$ cat config.mk
export PLATFORM = sky130hd
export DESIGN_NAME = stage_if
export DESIGN_NICKNAME = d
export VERILOG_FILES = /design/src/rtl/stage_if.sv
export SDC_FILE = /design/constraint.sdc
export NUM_CORES = 1
export LEC_CHECK = 0
export ABC_AREA = 1
export BUFFER_PORTS_ARGS = -buffer_cell sky130_fd_sc_hd__buf_2
export CAP_MARGIN = 0
export CORE_AREA = 3 3 112 157
export CTS_BUF_LIST = sky130_fd_sc_hd__clkbuf_8
export DETAILED_ROUTE_END_ITERATION = 16
export DIE_AREA = 0 0 115 160
export PLACE_DENSITY = 0.78
export SYNTH_ARGS = -nofsm -noshare
export SYNTH_HDL_FRONTEND = slang
export SYNTH_SLANG_ARGS = --single-unit
$ cat constraint.sdc
create_clock -name clk -period 13.1 [get_ports clk]
set_input_delay 0 -clock clk [delete_from_list [all_inputs] [get_ports clk]]
set_output_delay 0 -clock clk [all_outputs]
set_load 0.05 [all_outputs]
$ cat src/rtl/stage_if.sv
// stage_if: instruction-fetch stage of the 5-stage RV32I pipeline.
// Holds the fetch PC and issues one word read at a time to instruction
// memory over a req/ack handshake. Returned words go into a small prefetch
// FIFO whose head is presented to decode. A taken branch/jump flushes the
// FIFO and redirects fetch.
//
// Ports:
//   clk        rising-edge clock
//   rst        synchronous active-high reset
//   stall      decode cannot accept the presented instruction this cycle
//   br_taken   one-cycle redirect request from a later stage
//   br_target  redirect address (bits [1:0] forced to 0)
//   mem_req    read request, held with mem_addr until mem_ack
//   mem_addr   word-aligned read address
//   mem_ack    read data valid, completes the outstanding request
//   mem_rdata  instruction word, sampled only with mem_ack
//   id_valid   id_pc/id_inst carry a real instruction
//   id_pc      PC of the presented instruction (0 when not valid)
//   id_inst    presented instruction (NOP 32'h0000_0013 when not valid)
module stage_if #(
  parameter int          FIFO_DEPTH = 2,
  parameter logic [31:0] RESET_PC   = 32'h0000_0000
) (
  input  logic        clk,
  input  logic        rst,
  input  logic        stall,
  input  logic        br_taken,
  input  logic [31:0] br_target,
  output logic        mem_req,
  output logic [31:0] mem_addr,
  input  logic        mem_ack,
  input  logic [31:0] mem_rdata,
  output logic        id_valid,
  output logic [31:0] id_pc,
  output logic [31:0] id_inst
);

  localparam int          PW  = $clog2(FIFO_DEPTH);
  localparam int          CW  = PW + 1;
  localparam logic [31:0] NOP = 32'h0000_0013;

  typedef enum logic [1:0] {S_IDLE, S_REQ, S_DROP} state_t;

  state_t          state_q, state_d;
  logic            mem_req_q, mem_req_d;
  logic [31:0]     mem_addr_q, mem_addr_d;
  logic [31:0]     fetch_pc_q, fetch_pc_d;
  logic [PW-1:0]   wptr_q, wptr_d, rptr_q, rptr_d;
  logic [CW-1:0]   cnt_q, cnt_d, cnt_after;
  logic [31:0]     fifo_pc_q   [FIFO_DEPTH];
  logic [31:0]     fifo_inst_q [FIFO_DEPTH];

  logic        push, pop, has_space;
  logic [31:0] tgt, next_pc;

  assign tgt     = br_target & ~32'h3;
  assign next_pc = mem_addr_q + 32'd4;   // wraps modulo 2^32

  assign id_valid = (cnt_q != '0);
  assign id_pc    = id_valid ? fifo_pc_q[rptr_q]   : 32'h0;
  assign id_inst  = id_valid ? fifo_inst_q[rptr_q] : NOP;
  assign mem_req  = mem_req_q;
  assign mem_addr = mem_addr_q;

  // A redirect kills any same-cycle push (data is from the old path).
  assign pop  = id_valid && !stall;
  assign push = (state_q == S_REQ) && mem_ack && !br_taken;

  // Occupancy once this cycle's push/pop have taken effect; a new request
  // is only launched if its data is guaranteed a slot.
  assign cnt_after = cnt_q + CW'(push) - CW'(pop);
  assign has_space = cnt_after < CW'(FIFO_DEPTH);

  always_comb begin
    state_d    = state_q;
    mem_req_d  = mem_req_q;
    mem_addr_d = mem_addr_q;
    fetch_pc_d = fetch_pc_q;
    case (state_q)
      S_IDLE: begin
        if (br_taken) begin
          fetch_pc_d = tgt;
        end else if (has_space) begin
          state_d    = S_REQ;
          mem_req_d  = 1'b1;
          mem_addr_d = fetch_pc_q;
        end
      end
      S_REQ: begin
        if (br_taken) begin
          fetch_pc_d = tgt;
          if (mem_ack) begin
            state_d   = S_IDLE;
            mem_req_d = 1'b0;
          end else begin
            // Request cannot be withdrawn: keep it up and discard its data.
            state_d = S_DROP;
          end
        end else if (mem_ack) begin
          fetch_pc_d = next_pc;
          if (has_space) begin
            mem_addr_d = next_pc;
          end else begin
            state_d   = S_IDLE;
            mem_req_d = 1'b0;
          end
        end
      end
      S_DROP: begin
        if (br_taken) fetch_pc_d = tgt;
        if (mem_ack) begin
          state_d   = S_IDLE;
          mem_req_d = 1'b0;
        end
      end
      default: begin
        state_d   = S_IDLE;
        mem_req_d = 1'b0;
      end
    endcase
  end

  always_comb begin
    wptr_d = wptr_q + PW'(push);
    rptr_d = rptr_q + PW'(pop);
    cnt_d  = cnt_after;
    if (br_taken) begin
      wptr_d = '0;
      rptr_d = '0;
      cnt_d  = '0;
    end
  end

  always_ff @(posedge clk) begin
    if (rst) begin
      state_q    <= S_IDLE;
      mem_req_q  <= 1'b0;
      mem_addr_q <= RESET_PC;
      fetch_pc_q <= RESET_PC;
      wptr_q     <= '0;
      rptr_q     <= '0;
      cnt_q      <= '0;
    end else begin
      state_q    <= state_d;
      mem_req_q  <= mem_req_d;
      mem_addr_q <= mem_addr_d;
      fetch_pc_q <= fetch_pc_d;
      wptr_q     <= wptr_d;
      rptr_q     <= rptr_d;
      cnt_q      <= cnt_d;
    end
  end

  // FIFO payload needs no reset; occupancy gates visibility.
  always_ff @(posedge clk) begin
    if (push && !rst) begin
      fifo_pc_q[wptr_q]   <= mem_addr_q;
      fifo_inst_q[wptr_q] <= mem_rdata;
    end
  end

endmodule

# Word-level counts from Yosys, hierarchy flattened

Memories as Yosys holds them, arrays and structs flattened. A register that Yosys moved wholly into a read port is not among the register bits.
Cells that the tools add are included.

Register bits after elaboration: 71
Bits in writable memories: 128
Bits of input ports: 69
Output and inout port bits: 98
Logic and storage cells: 74
Memories: 2

Memories:

| name        | words | width | read ports | clocked after memory_dff | write ports | RTL line | RTL |
|---|---|---|---|---|---|---|---|
| fifo_inst_q | 2     | 32    | 1          | 1                        | 1           | 51       | `logic [31:0] fifo_inst_q [FIFO_DEPTH];` |
| fifo_pc_q   | 2     | 32    | 1          | 1                        | 1           | 50       | `logic [31:0] fifo_pc_q [FIFO_DEPTH];` |

Add/subtract/negate cells: 5
Order comparisons: 1
Equal/unequal tests: 11
Mux-type cells: 31
Reduce and logical (&&, ||, !) cells: 17

Operator list:

| operator              | count |
|---|---|
| $mux 32               | 10 |
| $pmux 32 s2           | 2 |
| $add 32x3->32 const B | 1 |
| $mux 2                | 7 |
| $ne 2x2->1 const B    | 6 |
| $mux 1                | 10 |
| $ne 3x3->1 const B    | 2 |
| $pmux 2 s3            | 1 |
| $reduce_and 6->1      | 1 |
| $reduce_bool 2->1     | 3 |
| $reduce_and 5->1      | 1 |
| $logic_and 1x1->1     | 4 |
| $reduce_and 4->1      | 1 |
| $reduce_or 2->1       | 2 |
| $logic_not 1->1       | 3 |
| $pmux 1 s3            | 1 |
| $reduce_and 3->1      | 1 |
| $add 1x1->1           | 2 |
| $add 2x1->2           | 1 |
| $eq 2x1->1 const B    | 1 |
| $eq 2x2->1 const B    | 1 |
| $logic_not 2->1       | 1 |
| $lt 2x2->1 const B    | 1 |
| $ne 2x1->1 const B    | 1 |
| $sub 2x1->2           | 1 |

# Depth between registers and ports, before layout

Depth after elaboration: 10
Mapped depth: 18
Depth with buffers taken out: 18

# Worst setup path after synthesis

No wires, ideal clock.

Path type: reg-to-reg
Start point: reg state_q[0]
End point: mem fifo_inst_q[0][0], enable pin
Setup time: 0.565 ns
Arrival: 5.139 ns
Required time: 12.535 ns
Setup slack: 7.396 ns
Stages on the path, launching flop included: 5
Path buffers: 0
Period minus slack after synthesis: 5.704 ns
Path through: dfxtp_1 nand2_1 nor3_1 inv_1 nor3_1

Word-level cells in the longest chain between the ends: 6

RTL lines:

| item                            | RTL line | RTL |
|---|---|---|
| start, declared                 | 44       | `state_t state_q, state_d;` |
| start signal, assigned          | 144      | `state_q <= state_d;` |
| $eq 2x1->1                      | 67       | `assign push = (state_q == S_REQ) && mem_ack && !br_taken;` |
| $logic_and 1x1->1 (2 in series) | 67       |  |
| $logic_and 1x1->1               | 156      | `if (push && !rst) begin` |
| $mux 1                          | 156      |  |
| $mux 1 (not written as such)    | 158      | `fifo_inst_q[wptr_q] <= mem_rdata;` |
| end, declared                   | 51       |  |

No other way between the ends.

# Worst setup path in the final report

Start point: reg state_q[0]
End point: reg mem_addr_q[23] (netlist: mem_addr[23])

Word-level cells in the longest chain between the ends: 8
Elaborated cells between the ends (all ways): 15
Those cells by class: 2 x add/sub; 1 x order compare; 6 x eq/ne; 1 x mux; 5 x reduce/logical

RTL lines:

| item                              | RTL line | RTL |
|---|---|---|
| $eq 2x1->1                        | 67, 79   |  |
| $logic_and 1x1->1 (2 in series)   | 67       |  |
| $add 2x1->2                       | 71       | `assign cnt_after = cnt_q + CW'(push) - CW'(pop);` |
| $sub 2x1->2                       | 71       |  |
| $lt 2x2->1                        | 72       | `assign has_space = cnt_after < CW'(FIFO_DEPTH);` |
| $ne 2x2->1 (no source line)       | n/a      |  |
| $reduce_and 6->1 (no source line) | n/a      |  |
| end signal, assigned              | 146      | `mem_addr_q <= mem_addr_d;` |
| end, declared                     | 46       | `logic [31:0] mem_addr_q, mem_addr_d;` |

Several ways; a longest one is shown, not always the timed one.
A chain may end at the register's enable or synchronous reset.

==> flow_summary_export.csv <==
group,metric,value,unit
logic_synthesis,syn_area,8840,um2
place,routabilityCongestion,0.872,
grt,grt_max_degree,67,
grt,grt.met3_usage,0.0425,
layout,drive_above_1_share,0.192,
power,power.leakage,4.37,nW
job,cap_violations,0,
power,p_comb_frac,0.142,
worst_setup_path,crit_slowest_cell,"nand2_1",
worst_setup_path,worst_r2r_startpoint,"state_q[0]$_SDFFE_PP0P_",
layout,nets,1271,
sta,slew_headroom,0.221,
floorplan,die_area,18400,um2
logic_synthesis,synth_cell_types,34,
worst_setup_path,setup.worst_path.end_class,"flip-flop",
logic_synthesis,yosysWarnings,0,
logic_synthesis,synth.avg_cell_area,8.93,um2
power,netSwitchingFraction,0.291,
worst_setup_path,cp-start-kind,"flip-flop",
worst_setup_path,rr_worst_depth,15,
cts,cts_htree_levels,4,
worst_setup_path,path_max_fanout,32,
power,pwr-share-seq,0.553,
layout,instances_no_fill,1410,
worst_hold_path,holdCritStartpoint,"mem_rdata[8]",
layout,fin_area,10800,um2
floorplan,io_pins,167,
logic_synthesis,ys_seq_area_frac,0.595,
place,dp_cells,1310,
floorplan,start_util,0.545,
run_status,outcome,"completed",
logic_synthesis,synth_cells,990,
grt,grt_use_met1,0.293,
sta,min_period_over_period,0.275,
worst_hold_path,hold_end,"fifo_inst_q[0][8]$_DFFE_PP_",
sta,tns,0,ns
sta,worstMarginPinSlew,1.17,ns
place,portBuffers,164,
cts,path_clk_slew,0.11,ns
worst_setup_path,r2r_setup_slack,9.49,ns
sta,rsz0062_at_grt,"no",
sta,setup_viol,0,
route,via_per_inst,5.41,
floorplan,core_area,16200,um2
sta,finalHoldViolations,0,
worst_hold_path,whs_path_depth,2,
logic_synthesis,synth_nets,1062,
grt,grt_antenna_before_repair,0,
worst_setup_path,cp.buffers_inverters,3,
route,drc_errors,0,
cts,cts_made_buffers,17,
route,postRouteAntennaNets,0,
cts,clk_latency,0.47,ns
sta,timing.final.ws_setup,9.49,ns
grt,grtUsageTotal,0.244,
cts,cts_tree,"yes",
worst_setup_path,cp_slowest_stage_delay,0.60,ns
place,post-place-ws,9.56,ns
worst_setup_path,required,13.50,ns
worst_setup_path,cp_top_family,"simple AND/OR/NAND/NOR gates",
power,clkPwrFrac,0.305,
power,ir_worst_vdd,0.0000612,V
sta,final.min_clock_period,3.61,ns
grt,grt_pass1_wl,35800,um
floorplan,fp-row-count,55,
grt,top_usage_layer,"met2",
route,drt_wl_total,22700,um
worst_setup_path,cp.arrival,4.01,ns
logic_synthesis,synth.ff_latch_count,199,
floorplan,fp.dieH,160,um
sta,fmax,277,MHz
worst_setup_path,r2r_end,"mem_addr[23]$_SDFFE_PP0P_",
route,wl_per_cell,16.1,um
place,dp_hpwl,14100,um
route,dr.first_iter.drc_count,657,
route,vias,7628,
cts,cts_sinks,199,
floorplan,fp.dieW,115,um
cts,root_buffer,"clkbuf_8",
route,drt_first_pass_iters,6,
power,p_int,0.924,mW
grt,overflow,0,
layout,area_delta_synth_final,22.6,%
power,p_sw,0.378,mW
layout,layout_commonest_cell,"nand2_1",
place,place_area,9750,um2
worst_setup_path,path_cells,"nand2_1, nor3_1, inv_1, ha_1, inv_1, ha_1, inv_1, nand2_1, nand2_1, nand2_1, nand2_2, nand3_2, nand2_2, o21ai_0, a21oi_1",
sta,clock-skew-final,0.0222,ns
layout,antenna_cells,0,
worst_hold_path,worstHoldPathType,"in2reg",
layout,mostFrequentLayoutCells,"311 x nand2_1, 164 x buf_2, 159 x a21oi_1",
grt,grt_pass1_vias,7332,
grt,grt.met2_usage,0.436,
power,pwr_density_cell,120,nW/um2
cts,clock_path_buffers,2,
worst_setup_path,crit_path_frequent_cell,"nand2_1",
worst_setup_path,worstSetupPathType,"reg2reg",
sta,drv_slew,0,
## cell usage after synthesis, drive strengths merged
| library cell | instances | share of area |
|---|---|---|
| nand2 | 317 | 0.14 |
| a21oi | 159 | 0.090 |
| edfxtp | 128 | 0.43 |
| nor2 | 82 | 0.042 |
| dfxtp | 71 | 0.16 |
| o21ai | 64 | 0.036 |
| inv | 47 | 0.020 |
| nand3 | 43 | 0.025 |
| clkbuf | 27 | 0.011 |
| buf | 23 | 0.016 |
| nand3b | 7 | 0.0059 |
| xor2 | 4 | 0.0040 |
| ha | 3 | 0.0042 |
| nor3 | 3 | 0.0017 |
| xnor2 | 3 | 0.0030 |
| o211ai | 2 | 0.0023 |
| a211oi | 1 | 0.00085 |
| a31oi | 1 | 0.00071 |
| and2 | 1 | 0.00071 |
| mux2i | 1 | 0.0011 |
| nand4 | 1 | 0.00071 |
| o21bai | 1 | 0.00085 |
| or2 | 1 | 0.00071 |
## cell type report
cell class	instances	area [um2]
fill	1325	5400
sequential	199	5270
multi-input combinational	694	3190
timing repair buffer	240	1560
tap	199	249
clock buffer	17	234
inverter	47	176
clock inverter	14	163
## power by group through the flow
stage               Clock [mW]  Combinational, mW  Sequential [mW]
floorplan                    0             0.0907            0.761
global placement             0              0.163            0.733
detailed placement           0              0.166            0.734
CTS                      0.401              0.183            0.720
global route             0.433              0.201            0.724
finish                   0.397              0.184            0.721
## layer usage
metal | part of all wire | vias up
li1 | - | 3749
met1 | 0.40 | 3567
met5 | 0 | -
met4 | 0.025 | 0
met2 | 0.52 | 274
met3 | 0.059 | 38
## worst max-delay path by stage
stage / to / startpoint / cells after the start
global route: mem_addr[30]$_SDFFE_PP0P_ / state_q[0]$_SDFFE_PP0P_ / 15
CTS: mem_addr[30]$_SDFFE_PP0P_ / state_q[0]$_SDFFE_PP0P_ / 15
global placement: mem_addr[4]$_SDFFE_PP0P_ / state_q[0]$_SDFFE_PP0P_ / 14
floorplan: fifo_inst_q[0][0]$_DFFE_PP_ / state_q[0]$_SDFFE_PP0P_ / 4
detailed placement: mem_addr[23]$_SDFFE_PP0P_ / state_q[0]$_SDFFE_PP0P_ / 15
finish: mem_addr[23]$_SDFFE_PP0P_ / state_q[0]$_SDFFE_PP0P_ / 15
## cells by family (layout without fill, tap and decap cells)
family          count (synthesis)  after routing  synth area share
mux                             1              1           0.00113
compound gates                228            228             0.131
xor+xnor                        7              7           0.00693
flops                         199            199             0.595
simple gates                  455            455             0.214
fa+ha+maj                       3              3           0.00424
buf+inv                        97            318            0.0471
## stage by stage
stage,power [mW],util,hold WS [ns]
final,1.30,0.668,0.254
after global routing,1.36,0.668,0.227
after CTS,1.30,0.668,0.236
after detailed placement,0.900,0.601,0.192
after floorplan,0.852,-,0.0989
after global placement,0.896,0.601,0.188
## worst reg2reg max path, delay by kind of cell, from the launching register on
| kind | cells | cell delay, ns |
|---|---|---|
| AOI/OAI and AO/OA | 2 | 0.34 |
| adders and majority gates | 2 | 0.50 |
| buffers and inverters | 3 | 0.29 |
| DFF | 1 | 0.42 |
| and+or+nand+nor | 8 | 2.01 |
## state kept, by name (all words and copies together) (netlist names)
register and cells:
cnt_q 2, fetch_pc_q 32, fifo_inst_q 64, fifo_pc_q 64, mem_addr 32, mem_req 1
rptr_q 1, state_q 2, wptr_q 1
## repair_timing
item | CTS | global route
setup buffers | 0 | 0
hold buffers | 69 | 0
gates resized for setup | 0 | 0
endpoints found under the hold margin | 111 | 0
No activity file was read; power rests on OpenSTA's default activity.
